==> src/rtl/fifo_pkg.sv <==
// Shared definitions for the parameterised FIFO.
//   fifo_mode_e : read-port behaviour (registered read or first-word-fall-through)
//   ptr_w()     : address width for a given entry count (at least 1 bit)
package fifo_pkg;

    typedef enum logic {
        MODE_REG  = 1'b0,
        MODE_FWFT = 1'b1
    } fifo_mode_e;

    function automatic int ptr_w(input int depth);
        return (depth > 2) ? $clog2(depth) : 1;
    endfunction

endpackage

==> src/rtl/fifo_ram.sv <==
// Storage array for param_fifo: simple dual-port, synchronous write,
// asynchronous (combinational) read. Contents are not reset.
//   clk_in  : write clock
//   i_we    : write enable
//   i_waddr : write address
//   i_wdata : write data
//   i_raddr : read address
//   o_rdata : read data for i_raddr, same cycle
module fifo_ram #(
    parameter int DATA_WIDTH = 32,
    parameter int DEPTH      = 8,
    parameter int AW         = 3
) (
    input  logic                  clk_in,
    input  logic                  i_we,
    input  logic [AW-1:0]         i_waddr,
    input  logic [DATA_WIDTH-1:0] i_wdata,
    input  logic [AW-1:0]         i_raddr,
    output logic [DATA_WIDTH-1:0] o_rdata
);

    logic [DATA_WIDTH-1:0] r_mem [DEPTH];

    always_ff @(posedge clk_in) begin
        if (i_we) r_mem[i_waddr] <= i_wdata;
    end

    assign o_rdata = r_mem[i_raddr];

endmodule

==> src/rtl/param_fifo.sv <==
// Synchronous FIFO with arbitrary depth, selectable read mode, almost-full /
// almost-empty thresholds, sticky overflow/underflow flags and flush.
//   clk_in / rst_in        : clock, synchronous active-high reset
//   flush_in               : discard contents, clear flags (data_out holds)
//   enq_in / enq_data_in   : enqueue request and data
//   deq_in                 : dequeue request (pop in FWFT mode)
//   data_out / valid_out   : read data and qualifier
//   full_out / empty_out   : occupancy == DEPTH / == 0
//   almost_full_out        : occupancy >= AF_THRESH
//   almost_empty_out       : occupancy <= AE_THRESH
//   count_out              : current occupancy
//   overflow_out / underflow_out : sticky rejected-request flags
module param_fifo
    import fifo_pkg::*;
#(
    parameter int         DATA_WIDTH = 32,
    parameter int         DEPTH      = 8,
    parameter fifo_mode_e MODE       = MODE_REG,
    parameter int         AF_THRESH  = DEPTH - 1,
    parameter int         AE_THRESH  = 1
) (
    input  logic                       clk_in,
    input  logic                       rst_in,
    input  logic                       flush_in,
    input  logic                       enq_in,
    input  logic [DATA_WIDTH-1:0]      enq_data_in,
    input  logic                       deq_in,
    output logic [DATA_WIDTH-1:0]      data_out,
    output logic                       valid_out,
    output logic                       full_out,
    output logic                       empty_out,
    output logic                       almost_full_out,
    output logic                       almost_empty_out,
    output logic [$clog2(DEPTH+1)-1:0] count_out,
    output logic                       overflow_out,
    output logic                       underflow_out
);

    localparam int CW = $clog2(DEPTH + 1);
    localparam int AW = ptr_w(DEPTH);
    localparam logic [AW-1:0] LP_LAST = AW'(DEPTH - 1);

    if (DEPTH < 2 || AF_THRESH > DEPTH || AE_THRESH >= DEPTH) begin : g_bad_params
        $error("param_fifo: illegal DEPTH/AF_THRESH/AE_THRESH combination");
    end

    logic [AW-1:0]         r_wptr;
    logic [AW-1:0]         r_rptr;
    logic [CW-1:0]         r_count;
    logic                  r_ovf;
    logic                  r_unf;
    logic                  w_full;
    logic                  w_empty;
    logic                  w_enq_acc;
    logic                  w_deq_acc;
    logic [DATA_WIDTH-1:0] w_head;

    // Pointers wrap explicitly since DEPTH need not be a power of two.
    function automatic logic [AW-1:0] f_next(input logic [AW-1:0] p);
        return (p == LP_LAST) ? '0 : p + 1'b1;
    endfunction

    // All status flags come from the count register only.
    assign w_full           = (r_count == CW'(DEPTH));
    assign w_empty          = (r_count == '0);
    assign full_out         = w_full;
    assign empty_out        = w_empty;
    assign almost_full_out  = (r_count >= CW'(AF_THRESH));
    assign almost_empty_out = (r_count <= CW'(AE_THRESH));
    assign count_out        = r_count;
    assign overflow_out     = r_ovf;
    assign underflow_out    = r_unf;

    // Acceptance uses only the pre-edge full/empty state: no pass-through
    // when full, no bypass when empty. Reset and flush suppress both.
    assign w_enq_acc = enq_in && !w_full  && !flush_in && !rst_in;
    assign w_deq_acc = deq_in && !w_empty && !flush_in && !rst_in;

    fifo_ram #(
        .DATA_WIDTH (DATA_WIDTH),
        .DEPTH      (DEPTH),
        .AW         (AW)
    ) u_ram (
        .clk_in  (clk_in),
        .i_we    (w_enq_acc),
        .i_waddr (r_wptr),
        .i_wdata (enq_data_in),
        .i_raddr (r_rptr),
        .o_rdata (w_head)
    );

    always_ff @(posedge clk_in) begin
        if (rst_in || flush_in) begin
            r_wptr  <= '0;
            r_rptr  <= '0;
            r_count <= '0;
            r_ovf   <= 1'b0;
            r_unf   <= 1'b0;
        end else begin
            if (w_enq_acc) r_wptr <= f_next(r_wptr);
            if (w_deq_acc) r_rptr <= f_next(r_rptr);
            case ({w_enq_acc, w_deq_acc})
                2'b10:   r_count <= r_count + 1'b1;
                2'b01:   r_count <= r_count - 1'b1;
                default: r_count <= r_count;
            endcase
            if (enq_in && w_full)  r_ovf <= 1'b1;
            if (deq_in && w_empty) r_unf <= 1'b1;
        end
    end

    if (MODE == MODE_REG) begin : g_reg
        logic [DATA_WIDTH-1:0] r_data;
        logic                  r_valid;

        // One-cycle valid pulse per accepted dequeue; data holds otherwise,
        // including across flush.
        always_ff @(posedge clk_in) begin
            if (rst_in) begin
                r_data  <= '0;
                r_valid <= 1'b0;
            end else if (flush_in) begin
                r_valid <= 1'b0;
            end else begin
                r_valid <= w_deq_acc;
                if (w_deq_acc) r_data <= w_head;
            end
        end

        assign data_out  = r_data;
        assign valid_out = r_valid;
    end else begin : g_fwft
        assign data_out  = w_head;
        assign valid_out = !w_empty;
    end

endmodule
==> config.mk <==
export PLATFORM = sky130hd
export DESIGN_NAME = param_fifo
export DESIGN_NICKNAME = d
export VERILOG_FILES = /design/src/rtl/fifo_pkg.sv /design/src/rtl/fifo_ram.sv /design/src/rtl/param_fifo.sv
export SDC_FILE = /design/constraint.sdc
export NUM_CORES = 1
export LEC_CHECK = 0
export ABC_AREA = 1
export CAP_MARGIN = 20
export CORE_MARGIN = 5
export CORE_UTILIZATION = 55
export CTS_BUF_LIST = sky130_fd_sc_hd__clkbuf_4
export CTS_CLUSTER_DIAMETER = 50
export DETAILED_ROUTE_END_ITERATION = 7
export GPL_ROUTABILITY_DRIVEN = 0
export HOLD_SLACK_MARGIN = 0.03
export PLACE_DENSITY_LB_ADDON = 0.25
export SETUP_SLACK_MARGIN = 0.5
export SLEW_MARGIN = 5
export SYNTH_ARGS = -nofsm -noshare
export SYNTH_HDL_FRONTEND = slang
export SYNTH_HIERARCHICAL = 1
export SYNTH_SLANG_ARGS = --single-unit
export TNS_END_PERCENT = 10
==> constraint.sdc <==
create_clock -name clk_in -period 3.49 [get_ports clk_in]
set_input_delay 0.5235 -clock clk_in [delete_from_list [all_inputs] [get_ports clk_in]]
set_output_delay 0.5235 -clock clk_in [all_outputs]
set_load 0.01 [all_outputs]
Word-level counts from Yosys, hierarchy flattened:

Memory sizes are Yosys's and may differ from the RTL's. A register that Yosys moved wholly into a read port is not among the register bits.
Index checks and enable logic that the tools add are counted.

* bits in writable memories: 256
* memories: 1
* output and inout bits: 43
* register bits: 13

Memories
* u_ram.r_mem: depth 8, bits a word 32, rd ports 1, clocked after Yosys merged registers in 1, write ports 1, line fifo_ram.sv:22 `logic [DATA_WIDTH-1:0] r_mem [DEPTH];`

* reductions and logical operators: 17
* bitwise gates (word level): 1
* equal/unequal tests: 5
* muxes and demuxes: 5
* $lt $le $gt $ge: 2
* add/subtract/negate cells: 4

Operators by type and width (count)
* logical AND 1 bit: 8
* case mux 4 bit (2 select lines): 1
* adder 3 x 1 -> 3 bit, second input constant: 2
* equality test 3 bit, second input constant: 2
* two-way mux 3 bit: 2
* adder 4 x 1 -> 4 bit, second input constant: 1
* equality test 4 bit, second input constant: 1
* >= comparator 4 x 3 -> 1 bit, second input constant: 1
* less-or-equal comparator 4 x 1 -> 1 bit, second input constant: 1
* zero test 1 bit: 4
* zero test 4 bit: 1
* subtractor 4 x 1 -> 4 bit, second input constant: 1
* equality test 2 x 1 -> 1 bit, second input constant: 1
* equality test 2 bit, second input constant: 1
* two-way mux 1 bit: 2
* AND reduction 2 bit: 1
* nonzero test 2 bit: 1
* OR reduction 2 bit: 1
* logical OR 1 bit: 1
* NOT 1 bit: 1

Longest topological paths before layout:

Gate-level depths: netlist of the first run.

* depth in word-level cells: 7
* mapped depth: 13
* mapped depth without buffers: 13

By module:

Netlist of the first run, hierarchy kept.

By module, submodules not included
* fifo_ram: area each 11232.0 µm², seq. area each 7687.4 µm², cells each 1124, instances 1
* param_fifo: area each 1834.3 µm², seq. area each 900.9 µm², cells each 238, instances 1

Worst setup path after synthesis of the first run:

OpenSTA, ideal clock, no wires.

* path type: register -> register
* from: register r_count[0] (netlist: count_out[0])
* to: memory u_ram.r_mem[1][0] (enable)
* buffers on the path: 0
* cell stages (with the launch flop): 8
* arrival time: 2.717 ns
* library setup time: 0.421 ns
* slack: 0.352 ns
* clock period less this slack: 3.138 ns
* cell sequence: dfxtp_1 inv_1 ha_1 nand3_1 nand2_1 nor2_1 nand2_1 nor2_1

* longest elaborated chain between the ends: 7

RTL lines
* from (decl): line param_fifo.sv:49 `logic [CW-1:0] r_count;`
* from (signal assigned): line param_fifo.sv:103 `2'b10: r_count <= r_count + 1'b1;`
* from (signal assigned): line param_fifo.sv:104 `2'b01: r_count <= r_count - 1'b1;`
* from (signal assigned): line param_fifo.sv:105 `default: r_count <= r_count;`
* equality test 4 bit: line param_fifo.sv:64 `assign w_full = (r_count == CW'(DEPTH));`
* zero test 1 bit: line param_fifo.sv:76 `assign w_enq_acc = enq_in && !w_full && !flush_in && !rst_in;`
* logical AND 1 bit (3 in a row): line param_fifo.sv:76
* via w_enq_acc: line param_fifo.sv:54 `logic w_enq_acc;`
* two-way mux 1 bit: line fifo_ram.sv:25 `if (i_we) r_mem[i_waddr] <= i_wdata;`
* two-way mux 1 bit (implied by the code): line fifo_ram.sv:25
* to (decl): line fifo_ram.sv:22

The timed path passes the listed nets, and every way through them passes these cells.

Final worst setup path of the first run:

* from: register r_count[0] (netlist: count_out[0])
* to: output port full_out

* longest elaborated chain between the ends: 1

RTL lines
* equality test 4 bit: line param_fifo.sv:64
* to (decl): line param_fifo.sv:30 `output logic full_out,`

No other way between the ends.

==> results of run 1 <==
-- registers in the layout (all words and copies together), names as in the netlist --
register / cells
u_ram/r_mem: 256
data_out: 32
count_out: 4
r_rptr: 3
r_wptr: 3
overflow_out: 1
underflow_out: 1
valid_out: 1
-- cell families (layout without fill, tap and decap cells) --
logic type      Yosys count  after routing  share of synthesized area (%)
flops                   301            301                           65.7
simple gates            700            700                           22.0
buf+inv                 340            523                           11.0
xor+xnor                  1              1                         0.0670
other cells               0              1                              0
compound gates           12             12                          0.479
fa+ha+maj                 8              8                          0.766
-- area by class of cell --
class | instances | area [um2]
clock inverters | 10 | 90.1
repair buffers | 99 | 1030
well taps | 319 | 399
diodes | 1 | 2.50
multi-input cells | 721 | 3110
inverters | 283 | 1070
fillers | 1851 | 8130
flip-flops and latches | 301 | 8590
clock buffers | 131 | 983
-- layer usage --
metal	share of wire, %	up-vias	global-route usage [%]
li1	-	4526	-
met1	43	4238	26.4
met2	51	232	35.8
met3	4.3	54	3.91
met4	2.5	0	8.92
met5	0	-	0
-- cell usage after synthesis --
cell type  instances
nor2_1            24
nor2_4             1
o21a_1             1
nor3_1             1
buf_4              5
xor2_1             1
buf_6             14
buf_2             23
dfxtp_1           45
inv_4              1
nand3_4            2
a21oi_1            8
o21ai_0            3
ha_1               8
nand4_1            1
clkbuf_1           8
nand3_1          167
nand2_1          504
inv_1            278
buf_1              7
inv_2              4
edfxtp_1         256
-- worst max-delay path, stage by stage (launching register included) --
cell	delay [ns]
dfxtp_1	0.35
inv_1	0.12
ha_1	0.26
nand3_1	0.20
inv_1	0.12
clkdlybuf4s50_1	0.54
-- cells in the final DEF, fill, tap and decap left out, types with 2 or more instances in the layout --
cell type and count:
clkbuf_4 131, clkdlybuf4s50_1 79, nand2_1 504, nor2_4 9
ha_1 8, clkinv_1 6, inv_2 5, o21ai_0 3
buf_4 13, bufinv_16 2, a21oi_1 8, nand3_4 2
nor2_1 16, buf_12 7, inv_1 278, nand3_1 167
dfxtp_1 43, edfxtp_1 256
-- worst max-delay path by stage --
stage / startpoint / to / slack [ns] / cells past startpoint
floorplan: count_out[0]$_SDFFE_PP0P_ / u_ram/r_mem[1][0]$_DFFE_PP_ / 0.35 / 7
global placement: flush_in / u_ram/r_mem[5][2]$_DFFE_PP_ / 0.58 / 7
CTS: count_out[0]$_SDFFE_PP0P_ / full_out / 0.65 / 5
global route: count_out[0]$_SDFFE_PP0P_ / full_out / 0.54 / 5
detailed placement: rst_in / u_ram/r_mem[5][4]$_DFFE_PP_ / 0.52 / 7
finish: count_out[0]$_SDFFE_PP0P_ / full_out / 0.73 / 5
-- power groups by stage --
stage	clock network (mW)	logic [mW]	registers (mW)
after floorplan	0	0.0897	4.01
after global routing	3.47	0.237	3.93
after CTS	3.27	0.215	3.93
final	3.17	0.212	3.93
after detailed placement	0	0.214	4.01
after global placement	0	0.208	4.01
-- per-stage QoR --
step / cells / power [mW] / hold WS (ns) / setup WS [ns] / instance area [um2]
finish: 1865 / 7.32 / 0.461 / 0.731 / 15300
global route: 1865 / 7.64 / 0.486 / 0.541 / 15300
CTS: 1864 / 7.42 / 0.465 / 0.652 / 15300
detailed placement: 1723 / 4.22 / 0.450 / 0.520 / 14200
global placement: 1723 / 4.22 / 0.447 / 0.580 / 14200
floorplan: 1362 / 4.10 / 0.474 / 0.352 / 13100
==> out/qor.csv, run 1 <==
stage,metric,value,unit
outcome,status,"complete, no violations",
cts,cts_max_path_buffers,3,
yosys,netlist_area,13100,um2
setup_path,arrival,2.24,ns
pwr,internal_power,5.83,mW
sta,setup_viol,0,
drt,vias_per_cell,4.85,
placement,dp_hpwl,15600,um
cts,cts_resized,0,
drt,first_iter_violations,740,
cts,clk_pin_slew_worst_paths,0.07,ns
cts,cts.sinks,301,
cts,htree_levels,3,
sta,setup_tns,0,ns
sta,period_minus_slack,2.76,ns
die,die-area,26900,um2
placement,port_buffers,79,
cts,cts_setup_buffers,0,
drt,via_count,9050,
pwr,p_leak,6.98,nW
yosys,ys_seq_elements,301,
final_layout,area_growth,16.9,%
drt,wire_per_inst,14.8,um
cts,clkLatencyLatePin,0.67,ns
drt,first_pass_iters,5,
pwr,power.switching,1.49,mW
min_path,min_path_type,reg -> reg,
cts,numCtsBuffers,77,
die,core-area,23400,um2
min_path,hold_depth,2,
setup_path,reg2reg_depth,8,
cts,hold_buffers,0,
pwr,power_frac_seq,53.7,%
sta,fin_crit_sh,79.1,%
setup_path,worstSetupPathType,reg -> out,
drt,drc,0,
yosys,synth_top_area_share,58.8,%
pwr,peakVddDrop,0.282,mV
sta,rsz0062_at_grt,false,
min_path,hp-start,data_out[9]$_SDFFE_PP0P_,
die,num_rows,56,
yosys,synth_cell_types,22,
sta,max_slew_margin,33.9,%
setup_path,worstPathRequired,2.97,ns
global_routing,antenna_found_initial,1,
global_routing,grt_pass1_wl,44600,um
die,start_util,55.8,%
sta,fin_skew,0.0408,ns
flow_run,maxCapViolCount,0,
global_routing,grt_usage,21.0,%
pwr,p_comb_share,2.9,%
global_routing,grt_pass1_vias,8975,
final_layout,layout.nets,1528,
sta,worst-slew-pin-transition,0.991,ns
die,die_w,164,um
sta,finalMaxSlewViolations,0,
pwr,swShare,20.3,%
pwr,power_density,479,nW/um2
setup_path,reg2reg_to,u_ram/r_mem[5][5]$_DFFE_PP_,
yosys,ys_seq_area_share,65.7,%
yosys,synth_warnings,6,
drt,ant_nets,0,
global_routing,grt_max_degree,83,
yosys,synth_top_area_cell,edfxtp_1,
setup_path,r2r-start,count_out[0]$_SDFFE_PP0P_,
final_layout,drive_above_1_share,11.2,%
pwr,p_clk_share,43.4,%
sta,fmax,0.362,GHz
setup_path,worst-r2r-setup-slack,0.89,ns
yosys,synth_fp_nets,1407,
setup_path,end_kind,output port,
setup_path,start_kind,flop,
die,io_pins,80,
yosys,avgSynthCellArea,9.59,um2
cts,cts_tree,built,
global_routing,grt.overflow.total,0,
min_path,worstHoldEndpoint,data_out[9]$_SDFFE_PP0P_,
die,die_h,164,um
final_layout,final_core_util,65.2,%
sta,final-hold-violation-count,0,
cts,cts-root-buf,clkbuf_4,
drt,drt-total-wl,27600,um
setup_path,path_max_fanout,5,
yosys,yosys-top-cells-area,"edfxtp_1 (59%), nand2_1 (14%), inv_1 (8.0%)",
yosys,synthCells,1362,
No activity file was read; power rests on OpenSTA's default activity.
==> run 2: changes to the inputs <==
==> constraint.sdc (replaced) <==
create_clock -name clk_in -period 2.6 [get_ports clk_in]
set_input_delay 0.39 -clock clk_in [delete_from_list [all_inputs] [get_ports clk_in]]
set_output_delay 0.39 -clock clk_in [all_outputs]
set_load 0.01 [all_outputs]
==> out/qor.csv, run 2 (synthesized netlist as in run 1, its figures left out) <==
stage,metric,value,unit,change
outcome,status,"complete, no violations",,unchanged
sta,fin_crit_sh,80.0,%,
global_routing,antenna_found_initial,1,,unchanged
global_routing,grt_pass1_vias,8622,,was 8975
drt,first_pass_iters,5,,unchanged
sta,finalMaxSlewViolations,0,,unchanged
final_layout,area_growth,17.3,%,was 16.9%
min_path,hp-start,enq_in,,was data_out[9]$_SDFFE_PP0P_
sta,fin_skew,0.0291,ns,was 0.0408 ns
setup_path,worstPathRequired,2.21,ns,was 2.97 ns
pwr,p_clk_share,41.4,%,was 43.4%
setup_path,start_kind,flop,,unchanged
final_layout,mostFrequentLayoutCells,"nand2_1 (501), inv_1 (276), edfxtp_1 (256)",,"was nand2_1 (504), inv_1 (278), edfxtp_1 (256)"
die,io_pins,80,,unchanged
setup_path,r2r-start,count_out[0]$_SDFFE_PP0P_,,unchanged
setup_path,reg2reg_depth,11,,was 8
cts,cts_tree,built,,unchanged
min_path,hold_depth,3,,was 2
sta,rsz0062_at_grt,true,,was false
drt,vias_per_cell,4.88,,was 4.85
global_routing,grt_max_degree,131,,was 83
die,die_h,164,um,unchanged
drt,drc,0,,unchanged
sta,final-hold-violation-count,0,,unchanged
drt,wire_per_inst,14.9,um,was 14.8 um
sta,period_minus_slack,2.08,ns,
pwr,power_frac_seq,55.4,%,was 53.7%
sta,worst-slew-pin-transition,0.638,ns,was 0.991 ns
cts,cts_max_path_buffers,3,,unchanged
pwr,p_comb_share,3.2,%,was 2.9%
die,num_rows,56,,unchanged
cts,numCtsBuffers,77,,unchanged
final_layout,layout.nets,1533,,was 1528
final_layout,largest_reg_flops,256,,unchanged
global_routing,grt_pass1_wl,43800,um,was 44600 um
placement,dp_hpwl,15400,um,was 15600 um
final_layout,layout_commonest_cell,nand2_1,,unchanged
final_layout,final_area,15300,um2,about the same
pwr,swShare,21.1,%,was 20.3%
sta,max_slew_margin,57.4,%,was 33.9%
sta,setup_tns,0,ns,unchanged
die,core-area,23400,um2,unchanged
cts,htree_levels,3,,unchanged
cts,cts.sinks,301,,unchanged
placement,postPlaceCellArea,14300,um2,was 14200 um2
drt,drt-total-wl,27800,um,was 27600 um
setup_path,reg2reg_to,count_out[3]$_SDFFE_PP0P_,,was u_ram/r_mem[5][5]$_DFFE_PP_
flow_run,maxCapViolCount,0,,unchanged
cts,cts-root-buf,clkbuf_4,,unchanged
setup_path,arrival,1.69,ns,was 2.24 ns
final_layout,largest_register,u_ram/r_mem,,unchanged
min_path,worstHoldEndpoint,overflow_out$_SDFFE_PP0P_,,was data_out[9]$_SDFFE_PP0P_
cts,cts_setup_buffers,0,,unchanged
pwr,power.switching,2.01,mW,was 1.49 mW
die,die_w,164,um,unchanged
pwr,power_density,621,nW/um2,was 479 nW/um2
global_routing,grt_usage,20.9,%,was 21.0%
drt,first_iter_violations,684,,was 740
drt,via_count,9117,,was 9050
setup_path,path_max_fanout,5,,unchanged
setup_path,end_kind,output port,,unchanged
cts,clk_pin_slew_worst_paths,0.07,ns,about the same
sta,fmax,0.481,GHz,
pwr,p_leak,6.99,nW,was 6.98 nW
sta,setup_viol,0,,unchanged
pwr,internal_power,7.50,mW,was 5.83 mW
pwr,peakVddDrop,0.343,mV,was 0.282 mV
die,start_util,55.8,%,unchanged
global_routing,grt.overflow.total,0,,unchanged
min_path,min_path_type,in -> reg,,was reg -> reg
die,die-area,26900,um2,unchanged
cts,clkLatencyLatePin,0.68,ns,was 0.67 ns
placement,port_buffers,79,,unchanged
final_layout,drive_above_1_share,12.1,%,was 11.2%
drt,ant_nets,0,,unchanged
cts,hold_buffers,0,,unchanged
setup_path,worstSetupPathType,reg -> out,,unchanged
setup_path,worst-r2r-setup-slack,0.65,ns,was 0.89 ns
run 2: cell count changes in the layout (fill, tap and decap cells not counted), moves of 3 or more:
cell	previous run	this run
inv_2	5	8
dfxtp_1	43	40
ha_1	8	5
clkbuf_4	131	122
clkinv_1	6	10
nand2_1	504	501
buf_12	7	12
clkdlybuf4s50_1	79	75
run 2: final cells by class:
class	count	area, um2
inverters	283	1070
repair buffers	104	1120
multi-input cells	721	3160
clock buffers	122	916
diodes	1	2.50
clock inverters	16	66.3
fillers	1901	8080
flip-flops and latches	301	8600
well taps	319	399
run 2: per-layer routing:
metal / vias up / wire length (um) / GRT usage (%)
met2: 257 / 13800 / 36.0
met1: 4261 / 11700 / 26.0
met5: - / 0 / 0
li1: 4557 / - / -
met3: 42 / 1690 / 4.74
met4: 0 / 540 / 7.55
run 2: power groups by stage:
stage	Combinational (mW)	Sequential (mW)	Clock, mW
6_report	0.301	5.27	3.94
5_1_grt	0.333	5.27	4.32
4_1_cts	0.303	5.27	4.06
3_5_place_dp	0.302	5.38	0
3_3_place_gp	0.294	5.38	0
2_1_floorplan	0.128	5.38	0
run 2: through the flow:
step	worst slack [ns]	utilization [%]	hold slack, ns	power (mW)	std cells
floorplan	0.524	-	0.474	5.51	1362
global placement	0.428	61.2	0.436	5.67	1728
detailed placement	0.370	61.2	0.440	5.68	1728
CTS	0.358	65.5	0.355	9.63	1866
global route	0.424	65.5	0.376	9.92	1867
finish	0.520	65.5	0.406	9.51	1867
run 2: timing repair:
item / 4_1_cts / 5_1_grt
cloned: 0 / 0
endpoints found under the setup margin: 4 / 5
resized for setup: 10 / 7
pin swaps: 0 / 1
run 2: critical path, cell delays in order, from the launching register on:
cell and delay, ns:
dfxtp_4 0.36, inv_2 0.10, ha_4 0.18, nor2_2 0.05
nor2_1 0.08, dlygate4sd2_1 0.27
run 2: worst max-delay path by stage:
stage	to	slack, ns	from	cells past startpoint
after floorplan	u_ram/r_mem[6][0]$_DFFE_PP_	0.52	count_out[0]$_SDFFE_PP0P_	7
after CTS	empty_out	0.36	count_out[0]$_SDFFE_PP0P_	5
after detailed placement	count_out[3]$_SDFFE_PP0P_	0.37	enq_in	9
after global routing	almost_empty_out	0.42	count_out[0]$_SDFFE_PP0P_	5
after global placement	count_out[3]$_SDFFE_PP0P_	0.43	enq_in	9
final	almost_empty_out	0.52	count_out[0]$_SDFFE_PP0P_	5
==> run 3: changes to the inputs <==
==> constraint.sdc (replaced) <==
create_clock -name clk_in -period 1.95 [get_ports clk_in]
set_input_delay 0.2925 -clock clk_in [delete_from_list [all_inputs] [get_ports clk_in]]
set_output_delay 0.2925 -clock clk_in [all_outputs]
set_load 0.01 [all_outputs]
==> out/qor.csv, run 3 (synthesized netlist as in run 1, its figures left out) <==
stage,metric,value,unit,change
cts,htree_levels,3,,unchanged
sta,final-hold-violation-count,0,,unchanged
die,io_pins,80,,unchanged
drt,drt-total-wl,40400,um,was 27800 um
placement,postPlaceCellArea,14600,um2,was 14300 um2
die,die_w,164,um,unchanged
die,core-area,23400,um2,unchanged
sta,whs,0.332,ns,was 0.406 ns
pwr,p_comb_share,4.2,%,was 3.2%
drt,first_iter_violations,1376,,was 684
global_routing,grt.overflow.total,0,,unchanged
pwr,power.switching,2.98,mW,was 2.01 mW
sta,setup_slack,-0.0243,ns,was 0.520 ns
placement,dp_cells,1745,,was 1728
flow_run,maxCapViolCount,0,,unchanged
outcome,status,finished with violations,,"was complete, no violations"
die,num_rows,56,,unchanged
drt,first_pass_iters,8,,was 5
sta,fin_skew,0.0530,ns,was 0.0291 ns
sta,fmax,0.507,GHz,
cts,cts-root-buf,clkbuf_4,,unchanged
pwr,peakVddDrop,0.537,mV,was 0.343 mV
drt,wire_per_inst,20.9,um,was 14.9 um
cts,numCtsBuffers,79,,was 77
setup_path,path_buf_inv,5,,was 2
sta,fin_crit_sh,101,%,
setup_path,end_kind,flop,,was output port
sta,worst-slew-pin-transition,0.646,ns,was 0.638 ns
cts,cts_max_path_buffers,3,,unchanged
setup_path,cp.depth,11,,was 5
setup_path,arrival,2.39,ns,was 1.69 ns
outcome,violations,"design-rule violations, negative setup slack",,
die,die-area,26900,um2,unchanged
final_layout,mostFrequentLayoutCells,"nand2_1 (355), inv_1 (273), edfxtp_1 (256)",,"was nand2_1 (501), inv_1 (276), edfxtp_1 (256)"
pwr,p_clk_share,42.7,%,was 41.4%
setup_path,start_kind,flop,,unchanged
drt,via_count,10700,,was 9117
placement,port_buffers,79,,unchanged
sta,max_slew_margin,57.0,%,was 57.4%
sta,setup_tns,-0.250,ns,was 0 ns
sta,rsz0062_at_grt,true,,unchanged
setup_path,path_max_fanout,10,,was 5
pwr,power_frac_seq,53.1,%,was 55.4%
setup_path,crit_slowest_cell,dfxtp_4,,unchanged
final_layout,largest_register,u_ram/r_mem,,unchanged
cts,cts_tree,built,,unchanged
final_layout,drive_above_1_share,37.1,%,was 12.1%
global_routing,antenna_found_initial,1,,unchanged
setup_path,worstSetupPathType,reg -> reg,,was reg -> out
cts,clkLatencyLatePin,0.72,ns,was 0.68 ns
cts,cts.sinks,301,,unchanged
setup_path,worstPathRequired,2.36,ns,was 2.21 ns
final_layout,final_core_util,77.1,%,was 65.5%
pwr,power_density,734,nW/um2,was 621 nW/um2
setup_path,path_cells,"inv_4, ha_4, nand3_4, buf_6, nand2_4, nor2_4, buf_6, nand2_4, nor2_4, buf_12, clkbuf_16",,"was inv_2, ha_4, nor2_2, nor2_1, dlygate4sd2_1"
global_routing,grt_max_degree,131,,unchanged
pwr,p_leak,8.55,nW,was 6.99 nW
final_layout,layoutNonFillerInstCount,1939,,was 1867
die,die_h,164,um,unchanged
final_layout,layout_commonest_cell,nand2_1,,unchanged
setup_path,reg2reg_depth,11,,unchanged
global_routing,grt_usage,22.9,%,was 20.9%
pwr,swShare,22.5,%,was 21.1%
final_layout,area_growth,38.2,%,was 17.3%
global_routing,grt_pass1_vias,9652,,was 8622
final_layout,layout.nets,1600,,was 1533
sta,finalMaxSlewViolations,0,,unchanged
cts,hold_buffers,0,,unchanged
drt,vias_per_cell,5.49,,was 4.88
setup_path,max_stage_delay,0.38,ns,was 0.36 ns
sta,setup_viol,23,,was 0
setup_path,cpLargestDelayFamily,buffers and inverters,,unchanged
placement,dp_hpwl,16800,um,was 15400 um
placement,place_ws,-0.0588,ns,was 0.370 ns
cts,clk_pin_slew_worst_paths,0.07,ns,about the same
final_layout,final_area,18100,um2,was 15300 um2
final_layout,largest_reg_flops,256,,unchanged
min_path,min_path_type,in -> reg,,unchanged
drt,drc,2,,was 0
pwr,internal_power,10.3,mW,was 7.50 mW
drt,ant_nets,0,,unchanged
sta,period_minus_slack,1.97,ns,
global_routing,grt_pass1_wl,47900,um,was 43800 um
min_path,hold_depth,1,,was 3
die,start_util,55.8,%,unchanged
pwr,total_power,13.2,mW,was 9.51 mW
==> run 3: path summary, 6_finish.rpt <==
check                            startpoint                           end  slack (ns)
hold / removal               enq_data_in[1]   u_ram/r_mem[7][1]$_DFFE_PP_        0.33
hold reg to reg   data_out[17]$_SDFFE_PP0P_     data_out[17]$_SDFFE_PP0P_        0.45
setup reg to reg  count_out[1]$_SDFFE_PP0P_  u_ram/r_mem[6][30]$_DFFE_PP_       -0.02
setup / recovery  count_out[1]$_SDFFE_PP0P_  u_ram/r_mem[6][30]$_DFFE_PP_       -0.02
==> run 3: cell type report <==
cell class | instances | area (um2)
antenna | 1 | 2.50
sequential | 301 | 8650
multi-input combinational | 721 | 4560
tap | 319 | 399
timing repair buffer | 169 | 2300
fill | 1368 | 5350
inverter | 283 | 1090
clock buffer | 132 | 991
clock inverter | 13 | 51.3
==> run 3: power by group through the flow <==
| stage | clock [mW] | combinational [mW] | sequential, mW |
|---|---|---|---|
| 2_1_floorplan | 0 | 0.172 | 7.17 |
| 3_3_place_gp | 0 | 0.420 | 7.17 |
| 3_5_place_dp | 0 | 0.427 | 7.17 |
| 4_1_cts | 5.65 | 0.468 | 7.03 |
| 5_1_grt | 6.09 | 0.589 | 7.03 |
| 6_report | 5.66 | 0.556 | 7.03 |
==> run 3: what timing repair did <==
item | CTS | global route
setup buffers | 8 | 13
gates resized for setup | 548 | 108
setup endpoints to repair | 339 | 324
pin swaps | 42 | 71
cloned | 0 | 27
==> run 3: layer usage <==
| metal | global-route usage [%] | vias up | wire length, um |
|---|---|---|---|
| met1 | 28.1 | 5000 | 14100 |
| met2 | 40.1 | 755 | 19900 |
| met5 | 0 | - | 0 |
| met4 | 9.65 | 0 | 2150 |
| met3 | 4.04 | 189 | 4260 |
| li1 | - | 4708 | - |
